## src/rtl/hack_cpu_pkg.sv

```systemverilog
// rtl/hack_cpu_pkg.sv - Hack ISA widths, instruction field positions, jump codes and decode helpers
package hack_cpu_pkg;

  localparam int DATA_W = 16;
  localparam int ADDR_W = 15;

  localparam int BIT_C   = 15;
  localparam int BIT_A   = 12;
  localparam int BIT_ZX  = 11;
  localparam int BIT_NX  = 10;
  localparam int BIT_ZY  = 9;
  localparam int BIT_NY  = 8;
  localparam int BIT_F   = 7;
  localparam int BIT_NO  = 6;
  localparam int BIT_DA  = 5;
  localparam int BIT_DD  = 4;
  localparam int BIT_DM  = 3;
  localparam int BIT_JLT = 2;
  localparam int BIT_JEQ = 1;
  localparam int BIT_JGT = 0;

  typedef enum logic [2:0] {
    JMP_NONE = 3'b000,
    JMP_JGT  = 3'b001,
    JMP_JEQ  = 3'b010,
    JMP_JGE  = 3'b011,
    JMP_JLT  = 3'b100,
    JMP_JNE  = 3'b101,
    JMP_JLE  = 3'b110,
    JMP_JMP  = 3'b111
  } jump_e;

  typedef struct packed {
    logic  is_c;
    logic  a;
    logic  zx;
    logic  nx;
    logic  zy;
    logic  ny;
    logic  f;
    logic  no;
    logic  da;
    logic  dd;
    logic  dm;
    jump_e jmp;
  } ctrl_t;

  // A-instructions yield an all-zero control word so the ALU sees zx..no = 0
  function automatic ctrl_t decode(input logic [DATA_W-1:0] ins);
    ctrl_t c;
    c = '0;
    c.jmp = JMP_NONE;
    if (ins[BIT_C]) begin
      c.is_c = 1'b1;
      c.a    = ins[BIT_A];
      c.zx   = ins[BIT_ZX];
      c.nx   = ins[BIT_NX];
      c.zy   = ins[BIT_ZY];
      c.ny   = ins[BIT_NY];
      c.f    = ins[BIT_F];
      c.no   = ins[BIT_NO];
      c.da   = ins[BIT_DA];
      c.dd   = ins[BIT_DD];
      c.dm   = ins[BIT_DM];
      c.jmp  = jump_e'(ins[BIT_JLT:BIT_JGT]);
    end
    return c;
  endfunction

  function automatic logic jump_taken(input jump_e j, input logic zr, input logic ng);
    logic t;
    case (j)
      JMP_NONE: t = 1'b0;
      JMP_JGT:  t = ~ng & ~zr;
      JMP_JEQ:  t = zr;
      JMP_JGE:  t = ~ng;
      JMP_JLT:  t = ng;
      JMP_JNE:  t = ~zr;
      JMP_JLE:  t = ng | zr;
      default:  t = 1'b1;
    endcase
    return t;
  endfunction

endpackage

```

## src/rtl/hack_cpu_alu.sv

```systemverilog
// rtl/hack_cpu_alu.sv - combinational Hack ALU, 16-bit two's complement with zr/ng flags
module hack_cpu_alu
  import hack_cpu_pkg::*;
(
  input  logic [DATA_W-1:0] x,
  input  logic [DATA_W-1:0] y,
  input  logic              zx,
  input  logic              nx,
  input  logic              zy,
  input  logic              ny,
  input  logic              f,
  input  logic              no,
  output logic [DATA_W-1:0] out,
  output logic              zr,
  output logic              ng
);

  logic [DATA_W-1:0] x1, x2, y1, y2, r;

  always_comb begin
    x1  = zx ? '0 : x;
    x2  = nx ? ~x1 : x1;
    y1  = zy ? '0 : y;
    y2  = ny ? ~y1 : y1;
    r   = f ? (x2 + y2) : (x2 & y2);
    out = no ? ~r : r;
    zr  = (out == '0);
    ng  = out[DATA_W-1];
  end

endmodule

```

## src/rtl/hack_cpu.sv

```systemverilog
// rtl/hack_cpu.sv - single-cycle Hack CPU: decode, A/D/PC registers around the Hack ALU
module hack_cpu
  import hack_cpu_pkg::*;
(
  input  logic              clk,
  input  logic              rst_n,
  input  logic              en,
  input  logic [DATA_W-1:0] instruction,
  input  logic [DATA_W-1:0] inM,
  output logic [DATA_W-1:0] outM,
  output logic              writeM,
  output logic [ADDR_W-1:0] addressM,
  output logic [ADDR_W-1:0] pc
);

  logic [DATA_W-1:0] a_reg;
  logic [DATA_W-1:0] d_reg;
  logic [ADDR_W-1:0] pc_reg;
  ctrl_t             ctrl;
  logic [DATA_W-1:0] alu_y;
  logic [DATA_W-1:0] alu_out;
  logic              zr;
  logic              ng;
  logic              jump;

  assign ctrl  = decode(instruction);
  assign alu_y = ctrl.a ? inM : a_reg;

  hack_cpu_alu u_alu (
    .x   (d_reg),
    .y   (alu_y),
    .zx  (ctrl.zx),
    .nx  (ctrl.nx),
    .zy  (ctrl.zy),
    .ny  (ctrl.ny),
    .f   (ctrl.f),
    .no  (ctrl.no),
    .out (alu_out),
    .zr  (zr),
    .ng  (ng)
  );

  assign jump     = ctrl.is_c & jump_taken(ctrl.jmp, zr, ng);
  assign outM     = alu_out;
  assign writeM   = ctrl.is_c & ctrl.dm & en & rst_n;
  assign addressM = a_reg[ADDR_W-1:0];
  assign pc       = pc_reg;

  // The jump target is the pre-edge A, so a simultaneous A write never redirects the branch
  always_ff @(posedge clk) begin
    if (!rst_n) begin
      a_reg  <= '0;
      d_reg  <= '0;
      pc_reg <= '0;
    end else if (en) begin
      if (!ctrl.is_c)
        a_reg <= {1'b0, instruction[ADDR_W-1:0]};
      else if (ctrl.da)
        a_reg <= alu_out;
      if (ctrl.is_c && ctrl.dd)
        d_reg <= alu_out;
      pc_reg <= jump ? a_reg[ADDR_W-1:0] : pc_reg + 15'd1;
    end
  end

endmodule

```

## config.mk

```make
export PLATFORM = sky130hd
export DESIGN_NAME = hack_cpu
export DESIGN_NICKNAME = d
export VERILOG_FILES = /design/src/rtl/hack_cpu_pkg.sv /design/src/rtl/hack_cpu_alu.sv /design/src/rtl/hack_cpu.sv
export SDC_FILE = /design/constraint.sdc
export NUM_CORES = 1
export LEC_CHECK = 0
export CAP_MARGIN = 20
export CORE_ASPECT_RATIO = 0.6
export CORE_MARGIN = 2
export CORE_UTILIZATION = 35
export DETAILED_ROUTE_END_ITERATION = 10
export PLACE_DENSITY = 0.66
export SLEW_MARGIN = 20
export SYNTH_ARGS = -nofsm -noshare
export SYNTH_HDL_FRONTEND = slang
export SYNTH_SLANG_ARGS = --single-unit
```

## constraint.sdc

```tcl
create_clock -name clk -period 17.4 [get_ports clk]
set_clock_uncertainty 0.2 [all_clocks]
set_input_delay 3.48 -clock clk [delete_from_list [all_inputs] [get_ports clk]]
set_output_delay 3.48 -clock clk [all_outputs]
set_load 0.1 [all_outputs]
```

# == Yosys cells after proc, flatten, opt, wreduce, memory -nomap -nowiden ==
# Index checks and enable logic that the tools add are counted.
# word_totals
in_bits,35
reg_bits,47
# classes
n_eq_ne,7
reduce_logical,5
muxes,12
addsub,2
n_bitwise,12
# ops
op,n
$mux W16,9
$not A16 Y16,3
$add A16 B16 Y16,1
$and A16 B16 Y16,1
$logic_not A16 Y1,1
$add A15 B1 Y15 const B,1
$mux W15,1
$mux W14,1
$eq A3 B3 Y1 const B,3
$pmux W1 S7,1
$eq A3 B2 Y1 const B,2
$and A1 B1 Y1,5
$reduce_and A2 Y1,2
$eq A3 B1 Y1 const B,1
$logic_not A3 Y1,1
$ne A2 B2 Y1 const B,1
$not A1 Y1,2
$logic_and A1 B1 Y1,1
$or A1 B1 Y1,1

# == Depth between registers and ports, before layout ==
# Gate-level depths: netlist (run 1).
# logic_depth
depth_word,15
mapped_depth,21
depth_no_buf,17

# == By module ==
# From an unflattened synthesis (run 1), not the netlist that was laid out.
# unflattened
cells_unflattened,528
area_unflattened_um2,4354.2
# modules_own_cells
mod,area_per_inst_um2,cells_each,n_inst
hack_cpu,2685.1,308,1
hack_cpu_alu,1669.1,220,1

# == Worst setup path before layout (run 1) ==
# No wires, ideal clock.
# synth_path
path_kind,in2out
start,input instruction[15]
end,output outM[12]
required_time_ns,13.720
stages,13
arrival_ns,8.259
n_path_buf,3
slack_ns,5.461
cell_sequence,clkbuf_1 clkbuf_1 nand2_1 clkbuf_1 xor2_1 fa_1 a211oi_1 o21ai_0 a41oi_1 o21ai_0 xnor2_1 o21ai_0 xnor2_1
# synth_via
elab_chain_len,9
word_cells_on_any_way,13
# synth_lines
item,line,source
from (decl),hack_cpu.sv:8,"input logic [DATA_W-1:0] instruction,"
$mux W14 *,hack_cpu_pkg.sv:53,if (ins[BIT_C]) begin
$mux W16,hack_cpu.sv:27,assign alu_y = ctrl.a ? inM : a_reg;
$mux W16,hack_cpu_alu.sv:23,y1 = zy ? '0 : y;
$not A16 Y16,hack_cpu_alu.sv:24,y2 = ny ? ~y1 : y1;
$mux W16,hack_cpu_alu.sv:24,
$add A16 B16 Y16 / $and A16 B16 Y16 (equally long branches),hack_cpu_alu.sv:25,r = f ? (x2 + y2) : (x2 & y2);
$mux W16,hack_cpu_alu.sv:25,
$not A16 Y16,hack_cpu_alu.sv:26,out = no ? ~r : r;
$mux W16 *,hack_cpu_alu.sv:26,
to (decl),hack_cpu.sv:10,"output logic [DATA_W-1:0] outM,"
# Mark *: on every way between the ends. The rest lies on a longest branch, timed or not.

# == Worst setup path after layout (run 1) ==
# Ends and elaborated chain as after synthesis.

==> results of run 1 <==
-- stage by stage --
stage | worst slack (ps) | total power, mW | hold WS (ps)
after floorplan | 5460 | 0.289 | 244
after global placement | 4190 | 0.339 | 253
after detailed placement | 4050 | 0.341 | 259
after CTS | 4010 | 0.442 | 269
after global routing | 3460 | 0.463 | 291
final | 3800 | 0.443 | 268
-- area by class of cell --
cell class              instances  area share
repair buffers                 91       0.158
flip-flops and latches         47       0.169
clock inverters                 3     0.00359
inverters                       2     0.00134
multi-input cells             530       0.608
well taps                     170      0.0381
clock buffers                   5      0.0224
-- worst min path at each step --
stage | slack [ps] | cells past startpoint | endpoint | from
detailed placement | 260 | 2 | d_reg[6] | d_reg[6]
global route | 290 | 2 | d_reg[13] | d_reg[13]
finish | 270 | 2 | d_reg[12] | d_reg[12]
global placement | 250 | 2 | d_reg[4] | d_reg[4]
floorplan | 240 | 2 | d_reg[10] | d_reg[10]
CTS | 270 | 2 | d_reg[6] | d_reg[6]
-- power breakdown --
group / leakage, nW / switching, mW / total [mW] / internal [mW]
logic: 1.78 / 0.156 / 0.220 / 0.0638
registers: 0.384 / 0.00836 / 0.122 / 0.114
clock network: 0.0658 / 0.0481 / 0.101 / 0.0532
-- Yosys cell counts, drive strengths merged (7+ instances only) --
| library cell | number |
|---|---|
| buf | 23 |
| nand2 | 115 |
| o211a | 8 |
| a21oi | 50 |
| nand3 | 22 |
| and4b | 13 |
| a21boi | 15 |
| ha | 17 |
| xnor2 | 10 |
| a21o | 23 |
| xor2 | 20 |
| o211ai | 32 |
| nor3 | 7 |
| mux2i | 9 |
| and3 | 19 |
| nor2 | 21 |
| o21ai | 55 |
| clkbuf | 44 |
| nand3b | 17 |
| dfxtp | 47 |
-- worst max-delay path, stage by stage --
cell             delay [ps]
clkdlybuf4s50_1         450
buf_4                   350
inv_1                   460
nor2_1                  860
o21ai_0                 260
a21o_1                  240
ha_1                    270
fa_1                    430
a211oi_1                330
o21ai_0                 270
a41oi_1                 460
o21ai_0                 190
xnor2_1                 160
o21ai_0                 110
xnor2_1                 330
clkdlybuf4s50_1        1220
-- logic make-up after synthesis --
group / count (synthesis) / share of synthesized area
buffers and inverters: 69 / 0.0735
adder cells (fa/ha/maj): 18 / 0.0497
AO/OA/AOI/OAI: 226 / 0.327
XOR/XNOR: 31 / 0.0612
flip-flops: 47 / 0.201
multiplexers: 9 / 0.0192
AND/OR/NAND/NOR: 246 / 0.268
-- per-layer routing --
layer	wire length, um	global-route usage
met3	1400	0.0361
met5	0	0
met4	109	0.0386
met2	6480	0.312
met1	8220	0.357
==> results.cfg, run 1 <==
[floorplanning]
die_w_um = 153
die_area_sq_um = 14300
initial_core_util = 0.362
io_pins = 82
coreArea_sq_um = 12900
die_h_um = 93.6
rows = 32

[sta]
layout_min_cycle_time_ps = 13600
hold_viol = 0
slew_viol_final = 0
clock.fmax_mhz = 73.5
slew_headroom = 0.335
period_share = 0.781
worstMarginPinSlew_ps = 994
setup_viol = 0
rsz0062_at_grt = false
setup-tns-final_ps = 0

[place]
dpl_cell_area_sq_um = 5440
place_congestion = 0.924
dpl.cell_count = 840
dpl.hpwl_mm = 11.8
io_buffers = 81

[clock_network]
cts-htree-levels = 2
cts_made_buffers = 5
cts_tree = yes
cts_buffer_depth = 2
cts_setup_buffers = 0
cts.sink_count = 47
hold_buffers = 0
cts_resized = 0
clk_latency_ps = 300
ctsRootBufferMaster = clkbuf_16
path_clk_slew_ps = 70

[synthesis]
synth-seq-cells = 47
synth_largest_area_cell = dfxtp_1
syn_area_sq_um = 4680
syn_inst = 646
postSynth.asyncResetShare = 0
ys.flop_type = dfxtp_1
yosys_warnings = 0
ys_seq_area_frac = 0.201
yosysTopAreaCellShare = 0.201
synthesis.nets = 699
synth_cell_types = 64
synthTopCellsByArea = dfxtp_1, nand2_1, o21ai_0, a21oi_1, ha_1
synth_edf_count = 0
avgSynthCellArea_sq_um = 7.25

[power]
vdd_drop_max_mv = 0.0528
p_per_area_nw_per_um2 = 79.4
p_leak_nw = 2.23

[worst_setup_path]
critical_path_class = in -> out
endpoint_kind = output pin
required_ps = 13720
rrSetupSlack_ps = 11360
rr_startpoint = a_reg[0]
r2r_cells = 17
start_kind = primary input
crit_end = outM[12]
crit_start = instruction[15]
critPathArrivalTime_ps = 9920
timing.rr.end = pc[0]
worst-path-max-fanout = 34

[cells_and_area]
diodes = 0
final_cell_mix = nand2_1, clkdlybuf4s50_1, o21ai_0
layoutNonFillerInstCount = 848
fillCellCount = 1299
layout_commonest_cell = nand2_1
fin_area_sq_um = 5580
multiInputGateArea_sq_um = 3400
nets = 730
fin_util = 0.432
drive_above_1_share = 0.0531
area.growth.synth_to_final_pct = 19.3
regArea_sq_um = 941

[grt]
overflow = 0
grt_pass1_wl_mm = 25.9
grt_pass1_vias = 4696
antenna_found_initial = 0
grt.total_usage = 0.224
grt_max_degree = 88

[route]
vias_per_cell = 6.01
vias = 5098
drtIter0Drc = 483
drt_wl_total_mm = 16.2
postRouteAntennaNets = 0
drt_pre_antenna_iters = 5
drc_errors = 0
wl_per_cell_um = 19.1

[hold_path]
hold_class = reg -> reg

[run]
maxCapViolations = 0

[status]
status = finished, final reports clean
Note: power is estimated with default switching activity, not from simulation.
==> run 2, diff against run 1 <==
--- a/config.mk
+++ b/config.mk
@@ -10,7 +10,7 @@
 export CORE_MARGIN = 2
 export CORE_UTILIZATION = 35
 export DETAILED_ROUTE_END_ITERATION = 10
-export PLACE_DENSITY = 0.66
+export PLACE_DENSITY = 0.68
 export SLEW_MARGIN = 20
 export SYNTH_ARGS = -nofsm -noshare
 export SYNTH_HDL_FRONTEND = slang
==> constraint.sdc (replaced) <==
create_clock -name clk -period 11.8 [get_ports clk]
set_clock_uncertainty 0.2 [all_clocks]
set_input_delay 2.36 -clock clk [delete_from_list [all_inputs] [get_ports clk]]
set_output_delay 2.36 -clock clk [all_outputs]
set_load 0.1 [all_outputs]
==> run 2 against run 1 <==
Die area unchanged. Sequential share of layout area up 0.080 points. Global-route usage decreased by 0.22 points. Power up 46%. Worst hold slack got worse by 0.86 ps. Core utilization shrank 0.20 points. Via count down 0.53%. Clock power is 46% higher. First-iteration DRC count up 9.7%. Flip-flop and latch count unchanged.
==> results.cfg, run 2 (synthesis results as in run 1) <==
[route]
vias = 5071
dr_wl_met2_mm = 6.45
postRouteAntennaNets = 0
route.met3.wl_mm = 1.21
drt_wl_total_mm = 16.2
vias_per_cell = 5.98
drtIter0Drc = 530
top_layer = met5
met1_length_mm = 8.42
drt_pre_antenna_iters = 5
drc_errors = 0
wl_per_cell_um = 19.1

[sta]
setup-tns-final_ps = 0
worstMarginPinSlew_ps = 995
hold_viol = 0
layout_min_cycle_time_ps = 9710
rsz0062_at_grt = false
slew_headroom = 0.335
clock.fmax_mhz = 103
period_share = 0.823
slew_viol_final = 0
setup_viol = 0
fin_ws_ps = 2090

[place]
place_congestion = 0.945
dpl_cell_area_sq_um = 5410
io_buffers = 81
place_ws_ps = 2190
dpl.hpwl_mm = 12.0

[clock_network]
clk_latency_ps = 290
cts_tree = yes
path_clk_slew_ps = 70
cts-htree-levels = 2
cts.sink_count = 47
cts_resized = 0
cts_made_buffers = 5
hold_buffers = 0
ctsRootBufferMaster = clkbuf_16
cts_setup_buffers = 0
cts_buffer_depth = 2

[floorplanning]
initial_core_util = 0.362
rows = 32
io_pins = 82
die_w_um = 153
coreArea_sq_um = 12900
die_area_sq_um = 14300
die_h_um = 93.6

[power]
p_int_mw = 0.343
p_per_area_nw_per_um2 = 117
pwr-share-clk = 0.227
p_leak_nw = 2.26
power_mw = 0.649
p_sw_mw = 0.306
combPwrFrac = 0.496
swShare = 0.472
seq_power_share = 0.278
vdd_drop_max_mv = 0.0725

[grt]
antenna_found_initial = 1
grt.total_usage = 0.222
grt_pass1_vias = 4620
grt_pass1_wl_mm = 25.5
overflow = 0
grt_max_degree = 88

[cells_and_area]
area.growth.synth_to_final_pct = 18.7
regArea_sq_um = 941
final_cell_mix = nand2_1, clkdlybuf4s50_1, o21ai_0
diodes = 0
fin_area_sq_um = 5560
drive_above_1_share = 0.0723
layout_commonest_cell = nand2_1
multiInputGateArea_sq_um = 3400
nets = 731
fillCellCount = 1351

[worst_setup_path]
crit_buf_inv = 3
critical_path_class = in -> out
path_cells = clkdlybuf4s50_1 -> nor3b_1 -> buf_4 -> nand2_1 -> a21oi_1 -> a21o_1 -> ha_1 -> a211oi_1 -> o21a_1 -> o211ai_1 -> xnor2_1 -> clkdlybuf4s50_1
cp_common_cell = clkdlybuf4s50_1
critPathArrivalTime_ps = 7150
worst-path-max-fanout = 20
start_kind = primary input
endpoint_kind = output pin
cpMaxStageDelayCell = clkdlybuf4s50_1
cpPeakStageDelay_ps = 1230
crit_family = buffers and inverters
required_ps = 9240

[status]
status = finished, final reports clean

[run]
maxCapViolations = 0

[hold_path]
hold_class = reg -> reg
[run 2: worst register-to-register path, stage by stage (launching register included)]
cell,delay [ps]
dfxtp_1,430
a21oi_1,60
o21ai_0,150
a21oi_1,90
a21o_1,180
ha_1,260
fa_1,440
xor3_1,440
a22oi_1,210
o21ai_1,170
or3_1,380
or4_1,470
a2111oi_2,340
nand3b_1,190
or4_1,680
o311a_1,680
and4b_1,340
o31a_1,270
[run 2: layout make-up]
cell class,count,area share
inverter,2,0.00135
clock buffer,6,0.0250
multi-input combinational,530,0.611
sequential,47,0.169
timing repair buffer,92,0.154
tap,170,0.0383
clock inverter,1,0.000901
[run 2: final timing paths]
kind | startpoint | to | slack, ps | cells past startpoint
setup / recovery | instruction[8] | outM[5] | 2090 | 12
hold / removal | d_reg[14] | d_reg[14] | 270 | 2
setup reg to reg | a_reg[0] | pc[0] | 5730 | 17
hold reg to reg | d_reg[14] | d_reg[14] | 270 | 2
[run 2: routing by layer]
layer / global-route usage / vias up
met5: 0 / -
met4: 0.0224 / 2
met3: 0.0417 / 10
met2: 0.320 / 201
met1: 0.347 / 2436
li1: - / 2422
[run 2: metrics by stage]
| step | instances | utilization | hold slack [ps] |
|---|---|---|---|
| final | 848 | 0.430 | 267 |
| after global placement | 841 | 0.419 | 253 |
| after global routing | 848 | 0.430 | 290 |
| after CTS | 848 | 0.430 | 269 |
| after detailed placement | 841 | 0.419 | 260 |
| after floorplan | 646 | - | 244 |
[run 2: power by group through the flow]
| stage | combinational [mW] | clock [mW] | sequential [mW] |
|---|---|---|---|
| 2_1_floorplan | 0.227 | 0 | 0.199 |
| 3_3_place_gp | 0.315 | 0 | 0.183 |
| 3_5_place_dp | 0.318 | 0 | 0.183 |
| 4_1_cts | 0.319 | 0.150 | 0.180 |
| 5_1_grt | 0.341 | 0.158 | 0.181 |
| 6_report | 0.321 | 0.147 | 0.180 |
